[src/rtl/traffic_pkg.sv]
// Shared types for the intersection controller: FSM states, green-direction
// memory, lamp bundle and the state-to-lamp decode.
package traffic_pkg;

  typedef enum logic [2:0] {
    ST_ALL_RED,
    ST_NS_GREEN,
    ST_NS_YELLOW,
    ST_EW_GREEN,
    ST_EW_YELLOW,
    ST_PED_WALK,
    ST_EMG
  } state_t;

  typedef enum logic {
    DIR_NS,
    DIR_EW
  } dir_t;

  typedef struct packed {
    logic ns_green;
    logic ns_yellow;
    logic ew_green;
    logic ew_yellow;
    logic ped_walk;
  } lamps_t;

  function automatic int max_int(input int a, input int b);
    return (a > b) ? a : b;
  endfunction

  // Emergency preemption always clears the north-south approach.
  function automatic lamps_t lamps_for(input state_t s);
    lamps_t l;
    l = '0;
    case (s)
      ST_NS_GREEN:  l.ns_green  = 1'b1;
      ST_NS_YELLOW: l.ns_yellow = 1'b1;
      ST_EW_GREEN:  l.ew_green  = 1'b1;
      ST_EW_YELLOW: l.ew_yellow = 1'b1;
      ST_PED_WALK:  l.ped_walk  = 1'b1;
      ST_EMG:       l.ns_green  = 1'b1;
      default:      l = '0;
    endcase
    return l;
  endfunction

endpackage

[src/rtl/tick_prescaler.sv]
// Free-running divider producing a one-clock timing tick every PRESCALE_MAX
// clocks; never restarted by the FSM so phase stays constant.
module tick_prescaler #(
  parameter int PRESCALE_MAX = 100000000
) (
  input  logic clk,
  input  logic rst_n,
  output logic tick
);

  localparam int CW = $clog2(PRESCALE_MAX) + 1;
  localparam logic [CW-1:0] LAST = CW'(PRESCALE_MAX - 1);

  logic [CW-1:0] count;

  always_ff @(posedge clk or negedge rst_n) begin
    if (!rst_n) begin
      count <= '0;
    end else if (count == LAST) begin
      count <= '0;
    end else begin
      count <= count + 1'b1;
    end
  end

  assign tick = (count == LAST);

endmodule

[src/rtl/traffic_controller.sv]
// Two-way intersection controller with pedestrian phase and emergency
// preemption; state, latches and lamp drives are all registered.
module traffic_controller
  import traffic_pkg::*;
#(
  parameter int PRESCALE_MAX       = 100000000,
  parameter int T_NS_GREEN_TICKS   = 30,
  parameter int T_NS_YELLOW_TICKS  = 3,
  parameter int T_EW_GREEN_TICKS   = 25,
  parameter int T_EW_YELLOW_TICKS  = 3,
  parameter int T_PED_WALK_TICKS   = 10,
  parameter int T_ALL_RED_TICKS    = 2,
  parameter int T_EMG_GREEN_TICKS  = 15
) (
  input  logic clk,
  input  logic rst_n,
  input  logic ped_req_btn,
  input  logic emergency,
  input  logic emergency_clear,
  output logic ns_green,
  output logic ns_yellow,
  output logic ew_green,
  output logic ew_yellow,
  output logic ped_walk
);

  localparam int T_MAX = max_int(max_int(max_int(T_NS_GREEN_TICKS, T_NS_YELLOW_TICKS),
                                         max_int(T_EW_GREEN_TICKS, T_EW_YELLOW_TICKS)),
                                 max_int(max_int(T_PED_WALK_TICKS, T_ALL_RED_TICKS),
                                         T_EMG_GREEN_TICKS));
  localparam int DW = $clog2(T_MAX) + 1;

  logic          tick;
  state_t        state, next_state;
  dir_t          next_dir, next_dir_d;
  logic [DW-1:0] dwell;
  logic [DW-1:0] dwell_limit;
  logic          dwell_done;
  logic          entering;
  logic          ped_pending;
  logic          clear_seen;
  lamps_t        lamps;

  tick_prescaler #(
    .PRESCALE_MAX(PRESCALE_MAX)
  ) u_prescaler (
    .clk  (clk),
    .rst_n(rst_n),
    .tick (tick)
  );

  always_comb begin
    dwell_limit = '0;
    case (state)
      ST_ALL_RED:   dwell_limit = DW'(T_ALL_RED_TICKS - 1);
      ST_NS_GREEN:  dwell_limit = DW'(T_NS_GREEN_TICKS - 1);
      ST_NS_YELLOW: dwell_limit = DW'(T_NS_YELLOW_TICKS - 1);
      ST_EW_GREEN:  dwell_limit = DW'(T_EW_GREEN_TICKS - 1);
      ST_EW_YELLOW: dwell_limit = DW'(T_EW_YELLOW_TICKS - 1);
      ST_PED_WALK:  dwell_limit = DW'(T_PED_WALK_TICKS - 1);
      ST_EMG:       dwell_limit = DW'(T_EMG_GREEN_TICKS - 1);
      default:      dwell_limit = '0;
    endcase
  end

  assign dwell_done = tick && (dwell == dwell_limit);

  // Emergency preempts every transition; EMG leaves only once the minimum
  // green has elapsed, a clear was seen and the request has dropped.
  always_comb begin
    next_state = state;
    next_dir_d = next_dir;
    if (emergency && (state != ST_EMG)) begin
      next_state = ST_EMG;
    end else begin
      case (state)
        ST_ALL_RED: if (dwell_done) begin
          if (ped_pending)             next_state = ST_PED_WALK;
          else if (next_dir == DIR_NS) next_state = ST_NS_GREEN;
          else                         next_state = ST_EW_GREEN;
        end
        ST_NS_GREEN:  if (dwell_done) next_state = ST_NS_YELLOW;
        ST_NS_YELLOW: if (dwell_done) begin
          next_state = ST_ALL_RED;
          next_dir_d = DIR_EW;
        end
        ST_EW_GREEN:  if (dwell_done) next_state = ST_EW_YELLOW;
        ST_EW_YELLOW: if (dwell_done) begin
          next_state = ST_ALL_RED;
          next_dir_d = DIR_NS;
        end
        ST_PED_WALK:  if (dwell_done) next_state = ST_ALL_RED;
        ST_EMG: if (tick && (dwell >= dwell_limit) && clear_seen && !emergency) begin
          next_state = ST_ALL_RED;
          next_dir_d = DIR_EW;
        end
        default: next_state = ST_ALL_RED;
      endcase
    end
  end

  assign entering = (next_state != state);

  always_ff @(posedge clk or negedge rst_n) begin
    if (!rst_n) begin
      state    <= ST_ALL_RED;
      next_dir <= DIR_NS;
      lamps    <= '0;
    end else begin
      state    <= next_state;
      next_dir <= next_dir_d;
      lamps    <= lamps_for(next_state);
    end
  end

  // Dwell saturates so an indefinitely held EMG cannot wrap below its minimum.
  always_ff @(posedge clk or negedge rst_n) begin
    if (!rst_n) begin
      dwell <= '0;
    end else if (entering) begin
      dwell <= '0;
    end else if (tick && (dwell != '1)) begin
      dwell <= dwell + 1'b1;
    end
  end

  always_ff @(posedge clk or negedge rst_n) begin
    if (!rst_n) begin
      ped_pending <= 1'b0;
      clear_seen  <= 1'b0;
    end else begin
      if (ped_req_btn) begin
        ped_pending <= 1'b1;
      end else if (entering && (next_state == ST_PED_WALK)) begin
        ped_pending <= 1'b0;
      end
      if (entering && (next_state == ST_EMG)) begin
        clear_seen <= 1'b0;
      end else if ((state == ST_EMG) && emergency_clear) begin
        clear_seen <= 1'b1;
      end
    end
  end

  assign ns_green  = lamps.ns_green;
  assign ns_yellow = lamps.ns_yellow;
  assign ew_green  = lamps.ew_green;
  assign ew_yellow = lamps.ew_yellow;
  assign ped_walk  = lamps.ped_walk;

endmodule

[config.mk]
export PLATFORM = sky130hd
export DESIGN_NAME = traffic_controller
export DESIGN_NICKNAME = d
export VERILOG_FILES = /design/src/rtl/traffic_pkg.sv /design/src/rtl/tick_prescaler.sv /design/src/rtl/traffic_controller.sv
export SDC_FILE = /design/constraint.sdc
export NUM_CORES = 1
export LEC_CHECK = 0
export ABC_AREA = 1
export CORE_MARGIN = 4
export CORE_UTILIZATION = 35
export CTS_CLUSTER_DIAMETER = 60
export CTS_CLUSTER_SIZE = 28
export DETAILED_ROUTE_END_ITERATION = 7
export PLACE_DENSITY = 0.62
export SLEW_MARGIN = 20
export SYNTH_ARGS = -nofsm -noshare
export SYNTH_HDL_FRONTEND = slang
export SYNTH_SLANG_ARGS = --single-unit
export TNS_END_PERCENT = 100
[constraint.sdc]
create_clock -name clk -period 2.9 [get_ports clk]
set_clock_uncertainty 0.15 [all_clocks]
set_input_delay 0.58 -clock clk [delete_from_list [all_inputs] [get_ports clk]]
set_output_delay 0.58 -clock clk [all_outputs]
set_load 0.005 [all_outputs]
==> results.json, run 1 <==
{
  "die_area_sq_um": 9710,
  "dpl.hpwl_mm": 4.57,
  "num_vias": 2370,
  "period_share_pct": 93.2,
  "synth-seq-area-share_pct": 39.3,
  "cts_root_buf": "clkbuf_8",
  "initial_core_util_pct": 36.5,
  "worst_slack_ns": 0.198,
  "peakVddDrop_uv": 152,
  "fill_cells": 825,
  "layout-area-overhead-vs-synth_pct": 12.2,
  "dp_cells": 492,
  "period_minus_slack_ns": 2.70,
  "avgViaCountPerCell": 4.72,
  "grt_usage_pct": 13.3,
  "comb_power_share_pct": 2.0,
  "p_int_mw": 0.804,
  "htree_levels": 2,
  "clkLatencyLatePin_ns": 0.30,
  "wl_per_cell_microns": 11.8,
  "start_kind": "flop",
  "netlist_area_sq_um": 2870,
  "synth_flop_cell": "dfrtp_1",
  "rrSetupSlack_ns": 0.20,
  "clock-sinks": 45,
  "num-nets-final": 411,
  "synth_compound_area_share_pct": 7.11,
  "synth_largest_area_cell": "dfrtp_1",
  "async_flop_share_pct": 100,
  "core-area_sq_um": 7850,
  "cap_violations": 0,
  "busiest_layer": "met2",
  "final-hold-violation-count": 0,
  "seqCellArea_sq_um": 1130,
  "use_met3_pct": 2.69,
  "r2r-end": "ped_pending$_DFFE_PN0P_",
  "synth_top_family_by_area": "simple AND/OR/NAND/NOR gates",
  "place.gp.congestion": 0.879,
  "synth_area_leaders": "dfrtp_1 39%, nand2_1 9.7%, inv_1 8.0%",
  "r2r_cells": 19,
  "fin_setup_tns_ns": 0,
  "die_w_microns": 98.5,
  "die_y_microns": 98.5,
  "power_switching_mw": 0.230,
  "fin_cells": 502,
  "diodes": 0,
  "synth_xor_area_share_pct": 3.97,
  "io_pins": 10,
  "synth-seq-cells": 45,
  "power_frac_seq_pct": 60.6,
  "cp_data_required_time_ns": 2.95,
  "first_pass_iters": 4,
  "utilization_pct": 41.0,
  "worst_slew_pin_slew_ns": 0.596,
  "antenna_found_initial": 0,
  "timing.slew.headroom_pct": 59.9,
  "layout-drive-gt1-share_pct": 17.0,
  "cts_tree": "built",
  "drv_slew": 0,
  "clockBufferDepth": 2,
  "drc": 0,
  "yosys_warnings": 0,
  "rsz0062_at_grt": "no",
  "grt_first_pass_wirelength_mm": 10.6,
  "synth_top_cell_area_share_pct": 39.3,
  "synth_edf_count": 0,
  "dp_slack_ns": 0.0346,
  "portBuffers": 9,
  "synth_mux_area_share_pct": 0,
  "grt_use_met1_pct": 17.0,
  "multi_input_area_sq_um": 1460,
  "grtUsageMet2_pct": 22.3,
  "grt_max_degree": 28,
  "routed_wl_mm": 5.92,
  "grt_pass1_vias": 2324,
  "cp_max_fo": 7,
  "num_rows": 32,
  "syn-instance-count": 378,
  "syn_nets": 390,
  "p_per_area_nw_per_um2": 321,
  "max_freq_mhz": 370,
  "min_path_type": "in -> async",
  "numCtsBuffers": 5,
  "drt_iter0_drc": 145,
  "path_clk_slew_ns": 0.08,
  "grt-ovfl-total": 0,
  "switching_share_pct": 22.2,
  "clkPwrFrac_pct": 37.4,
  "r2r_start": "state[0]$_DFF_PN0_",
  "critPathArrivalTime_ns": 2.75,
  "finalSetupViolCount": 0,
  "outcome": "complete, no violations",
  "critPathKind": "reg -> reg",
  "p_leak_nw": 1.67,
  "ant_nets": 0,
  "synthAdderAreaFrac_pct": 3.05,
  "syn_area_per_cell_sq_um": 7.59,
  "ys_types": 38,
  "synth-simple-area-share_pct": 36.3,
  "cp-end-kind": "flop"
}
==> synth_stat cells (3+ instances only) <==
cell type	count
a21oi_1	13
a31oi_1	3
dfrtp_1	45
ha_1	7
inv_1	61
inv_2	13
nand2_1	74
nand2_2	7
nand3_1	13
nand3_4	4
nand4_1	4
nor2_1	58
nor2_2	6
nor2_4	4
nor3_1	12
nor3_2	4
o21ai_0	12
xor2_1	13
==> flip-flops by register name, summed over array words and instances (netlist names) <==
signal	cells
clear_seen	1
dwell	6
ew_green	1
ew_yellow	1
next_dir	1
ns_green	1
ns_yellow	1
ped_pending	1
ped_walk	1
state	3
u_prescaler.count	28
==> metrics by stage <==
stage                     total power [mW]  hold slack, ns  instance area, sq um
after detailed placement             0.661           0.307                  3110
after global routing                  1.08          0.0866                  3220
after floorplan                      0.641           0.134                  2870
after CTS                             1.05          0.0768                  3190
final                                 1.03          0.0617                  3220
after global placement               0.661           0.297                  3110
==> kinds of logic (layout without fill, tap and decap cells) <==
kind of cell / Yosys count / count (layout)
simple gates: 200 / 200
buf+inv: 78 / 100
flops: 45 / 45
compound gates: 35 / 35
xor+xnor: 13 / 13
fa+ha+maj: 7 / 7
==> routing by layer <==
| metal | up-vias | share of wire, % |
|---|---|---|
| met5 | - | 0 |
| met4 | 0 | 1.5 |
| met3 | 6 | 3.3 |
| met2 | 42 | 48 |
| met1 | 1100 | 47 |
| li1 | 1222 | - |
==> how the worst max path moves through the flow <==
stage / from / end / slack [ns] / depth (start not counted)
2_1_floorplan: state[1]$_DFF_PN0_ / ped_pending$_DFFE_PN0P_ / 0.27 / 22
4_1_cts: state[0]$_DFF_PN0_ / ped_pending$_DFFE_PN0P_ / 0.01 / 18
3_3_place_gp: state[0]$_DFF_PN0_ / ped_pending$_DFFE_PN0P_ / 0.11 / 18
6_report: state[0]$_DFF_PN0_ / ped_pending$_DFFE_PN0P_ / 0.20 / 19
3_5_place_dp: state[0]$_DFF_PN0_ / ped_pending$_DFFE_PN0P_ / 0.03 / 18
5_1_grt: state[1]$_DFF_PN0_ / ped_pending$_DFFE_PN0P_ / 0.0002 / 21
==> worst max-delay path, stage by stage (launching register included) <==
cell and delay [ns]:
dfrtp_2 0.46, buf_4 0.16, nor2_1 0.15, nor2_1 0.11, ha_1 0.30, nand2_1 0.05
nor2_1 0.13, nand2_2 0.09, inv_2 0.09, nand3_2 0.11, nand2_1 0.08, inv_1 0.06
a21oi_4 0.14, nand3_4 0.11, nand2_1 0.09, nand2_2 0.06, nand3_4 0.11, nand2_2 0.05
nand2_1 0.05, nand2_1 0.04
==> layout make-up <==
class	count	area share, %
Timing Repair Buffer	16	4.28
Tap cell	102	3.97
Sequential cell	45	35.1
Multi-Input combinational cell	255	45.3
Inverter	76	8.87
Clock buffer	8	2.49
==> layout by cell type (no fill, tap or decap), drive strengths merged <==
master / count
o21bai: 1
a31oi: 3
o2111ai: 1
nor3b: 1
a31o: 1
nand4: 6
a21oi: 14
o21ai: 13
o22ai: 1
nor4b: 1
nor3: 16
clkbuf: 8
clkdlybuf4s50: 8
clkinv: 2
nand3: 19
inv: 74
nor4: 3
buf: 8
dfrtp: 45
xor2: 13
and3: 1
nor2: 70
ha: 7
or2: 1
nand2: 82
a211oi: 1
==> power groups by stage <==
| stage | Combinational [mW] | Clock (mW) | Sequential [mW] |
|---|---|---|---|
| floorplan | 0.00157 | 0 | 0.640 |
| global placement | 0.0215 | 0 | 0.639 |
| detailed placement | 0.0219 | 0 | 0.639 |
| CTS | 0.0220 | 0.404 | 0.627 |
| global route | 0.0244 | 0.432 | 0.627 |
| finish | 0.0203 | 0.387 | 0.627 |
==> timing repair <==
action,CTS,global route
resized for setup,0,8
hold buffers,0,0
setup buffers,0,2
endpoints found under the setup margin,0,10
(Power assumes the default switching activity.)
==> inputs of run 2 (changes only) <==
CORE_UTILIZATION = 39   (was 35)
PLACE_DENSITY = 0.66   (was 0.62)
==> run 2 against run 1 <==
Combinational power about the same; maximum frequency grew 1.9%; core utilization grew 6.3 points; count of clock-buffer cells in the layout fell by 3; flip-flop and latch count did not move; die area fell by 9.4%; worst hold slack worse by 0.011 ns; non-clock buffer count is 4 higher; clock power grew 47%.
==> results.json, run 2 (synthesis results as in run 1) <==
{
  "clock-sinks": 45,
  "peakVddDrop_uv": 161,
  "fill_cells": 695,
  "largest_reg_flops": 28,
  "drc": 0,
  "layout-drive-gt1-share_pct": 19.1,
  "initial_core_util_pct": 41.1,
  "seqCellArea_sq_um": 1130,
  "fin_cells": 500,
  "min_path_type": "in -> async",
  "wl_per_cell_microns": 11.7,
  "cap_violations": 0,
  "max_freq_mhz": 377,
  "grt_pass1_vias": 2215,
  "drv_slew": 0,
  "layout-area-overhead-vs-synth_pct": 15.1,
  "outcome": "complete, no violations",
  "core-area_sq_um": 6980,
  "period_minus_slack_ns": 2.65,
  "cp-end-kind": "flop",
  "final_common_cell": "nand2_1",
  "drt_iter0_drc": 119,
  "grt-ovfl-total": 0,
  "grt_first_pass_wirelength_mm": 9.94,
  "cts_root_buf": "clkbuf_8",
  "cts_tree": "built",
  "dpl.hpwl_mm": 4.35,
  "io_pins": 10,
  "die_area_sq_um": 8790,
  "die_y_microns": 93.8,
  "antenna_found_initial": 0,
  "top_regs": "u_prescaler.count: 28 flops, dwell: 6 flops, state: 3 flops",
  "die_w_microns": 93.8,
  "clkLatencyLatePin_ns": 0.30,
  "period_share_pct": 91.4,
  "clockBufferDepth": 2,
  "place.gp.congestion": 0.994,
  "worst_slew_pin_slew_ns": 0.586,
  "routed_wl_mm": 5.84,
  "p_per_area_nw_per_um2": 368,
  "multi_input_area_sq_um": 1460,
  "timing.slew.headroom_pct": 60.6,
  "path_clk_slew_ns": 0.10,
  "htree_levels": 2,
  "utilization_pct": 47.3,
  "critPathArrivalTime_ns": 2.71,
  "grt_usage_pct": 14.2,
  "ant_nets": 0,
  "numCtsBuffers": 5,
  "first_pass_iters": 4,
  "final-hold-violation-count": 0,
  "dp_cells": 485,
  "postCtsHoldBufs": 0,
  "whs_ns": 0.0504,
  "critPathKind": "reg -> reg",
  "avgViaCountPerCell": 4.78,
  "cp_data_required_time_ns": 2.96,
  "final_cell_mix": "71 x nand2_1, 59 x inv_1, 57 x nor2_1",
  "largest_register": "u_prescaler.count",
  "finalSetupViolCount": 0,
  "num-nets-final": 415,
  "num_vias": 2389,
  "p_total_mw": 1.21,
  "start_kind": "flop",
  "num_rows": 30,
  "diodes": 0,
  "cp_max_fo": 7,
  "p_leak_nw": 1.73,
  "grt_max_degree": 28,
  "portBuffers": 9
}
## run 2: through the flow
step,setup slack [ns],cell area [sq um],setup TNS [ns]
final,0.249,3300,0
after global routing,-0.0166,3300,-0.0166
after CTS,0.0180,3230,0
after detailed placement,0.0265,3090,0
after global placement,0.134,3090,0
after floorplan,0.270,2870,0
## run 2: routing by layer
metal / GRT usage (%) / up-vias / share of wire [%]
li1: - / 1233 / -
met1: 18.5 / 1092 / 47
met2: 22.8 / 54 / 47
met3: 3.04 / 10 / 4.0
met4: 5.90 / 0 / 1.7
met5: 0 / - / 0
## run 2: critical path, stage by stage (launching register included)
cell and delay, ns:
dfrtp_2 0.44, buf_4 0.14, nand2_2 0.08, a31o_2 0.21, ha_1 0.28, nand2_1 0.08, nor2_2 0.10, nand2_2 0.08
inv_2 0.08, nand3_2 0.11, nand2_1 0.08, inv_1 0.07, a21oi_4 0.15, nand3_4 0.11, nand2_1 0.09, nand2_2 0.06
nand3_4 0.11, nand2_2 0.05, nand2_1 0.05, nand2_1 0.04
## run 2: report_power, final
| part | internal [mW] | switching, mW |
|---|---|---|
| clock network | 0.343 | 0.224 |
| registers | 0.627 | 0.0000000000000000236 |
| logic | 0.00531 | 0.0148 |
## run 2: area by class of cell
type,instances,area share (%)
Inverter,76,8.64
Tap cell,96,3.64
Timing Repair Buffer,20,5.16
Multi-Input combinational cell,255,44.3
Sequential cell,45,34.2
Clock buffer,5,2.08
Clock inverter,3,1.97
## run 2: worst paths after layout
check                      slack (ns)  depth (start not counted)                            from                        endpoint
hold reg to reg                  0.31                          1  u_prescaler.count[0]$_DFF_PN0_  u_prescaler.count[0]$_DFF_PN0_
setup / recovery                 0.25                         19              state[2]$_DFF_PN0_         ped_pending$_DFFE_PN0P_
min in group clk                 0.31                          1  u_prescaler.count[0]$_DFF_PN0_  u_prescaler.count[0]$_DFF_PN0_
max in group asynchronous        1.81                          2                           rst_n              state[2]$_DFF_PN0_
setup reg to reg                 0.25                         19              state[2]$_DFF_PN0_         ped_pending$_DFFE_PN0P_
hold / removal                   0.05                          1                           rst_n              ped_walk$_DFF_PN0_
## run 2: repair_timing
| item | CTS | global route |
|---|---|---|
| resized for setup | 0 | 10 |
| endpoints found under the setup margin | 0 | 11 |
| setup buffers | 0 | 7 |
==> inputs of run 3 (changes only) <==
GPL_TIMING_DRIVEN = 1   (was default)
==> results of run 3 <==
Same layout as run 2: the final DEF is identical, and so are final timing and power.
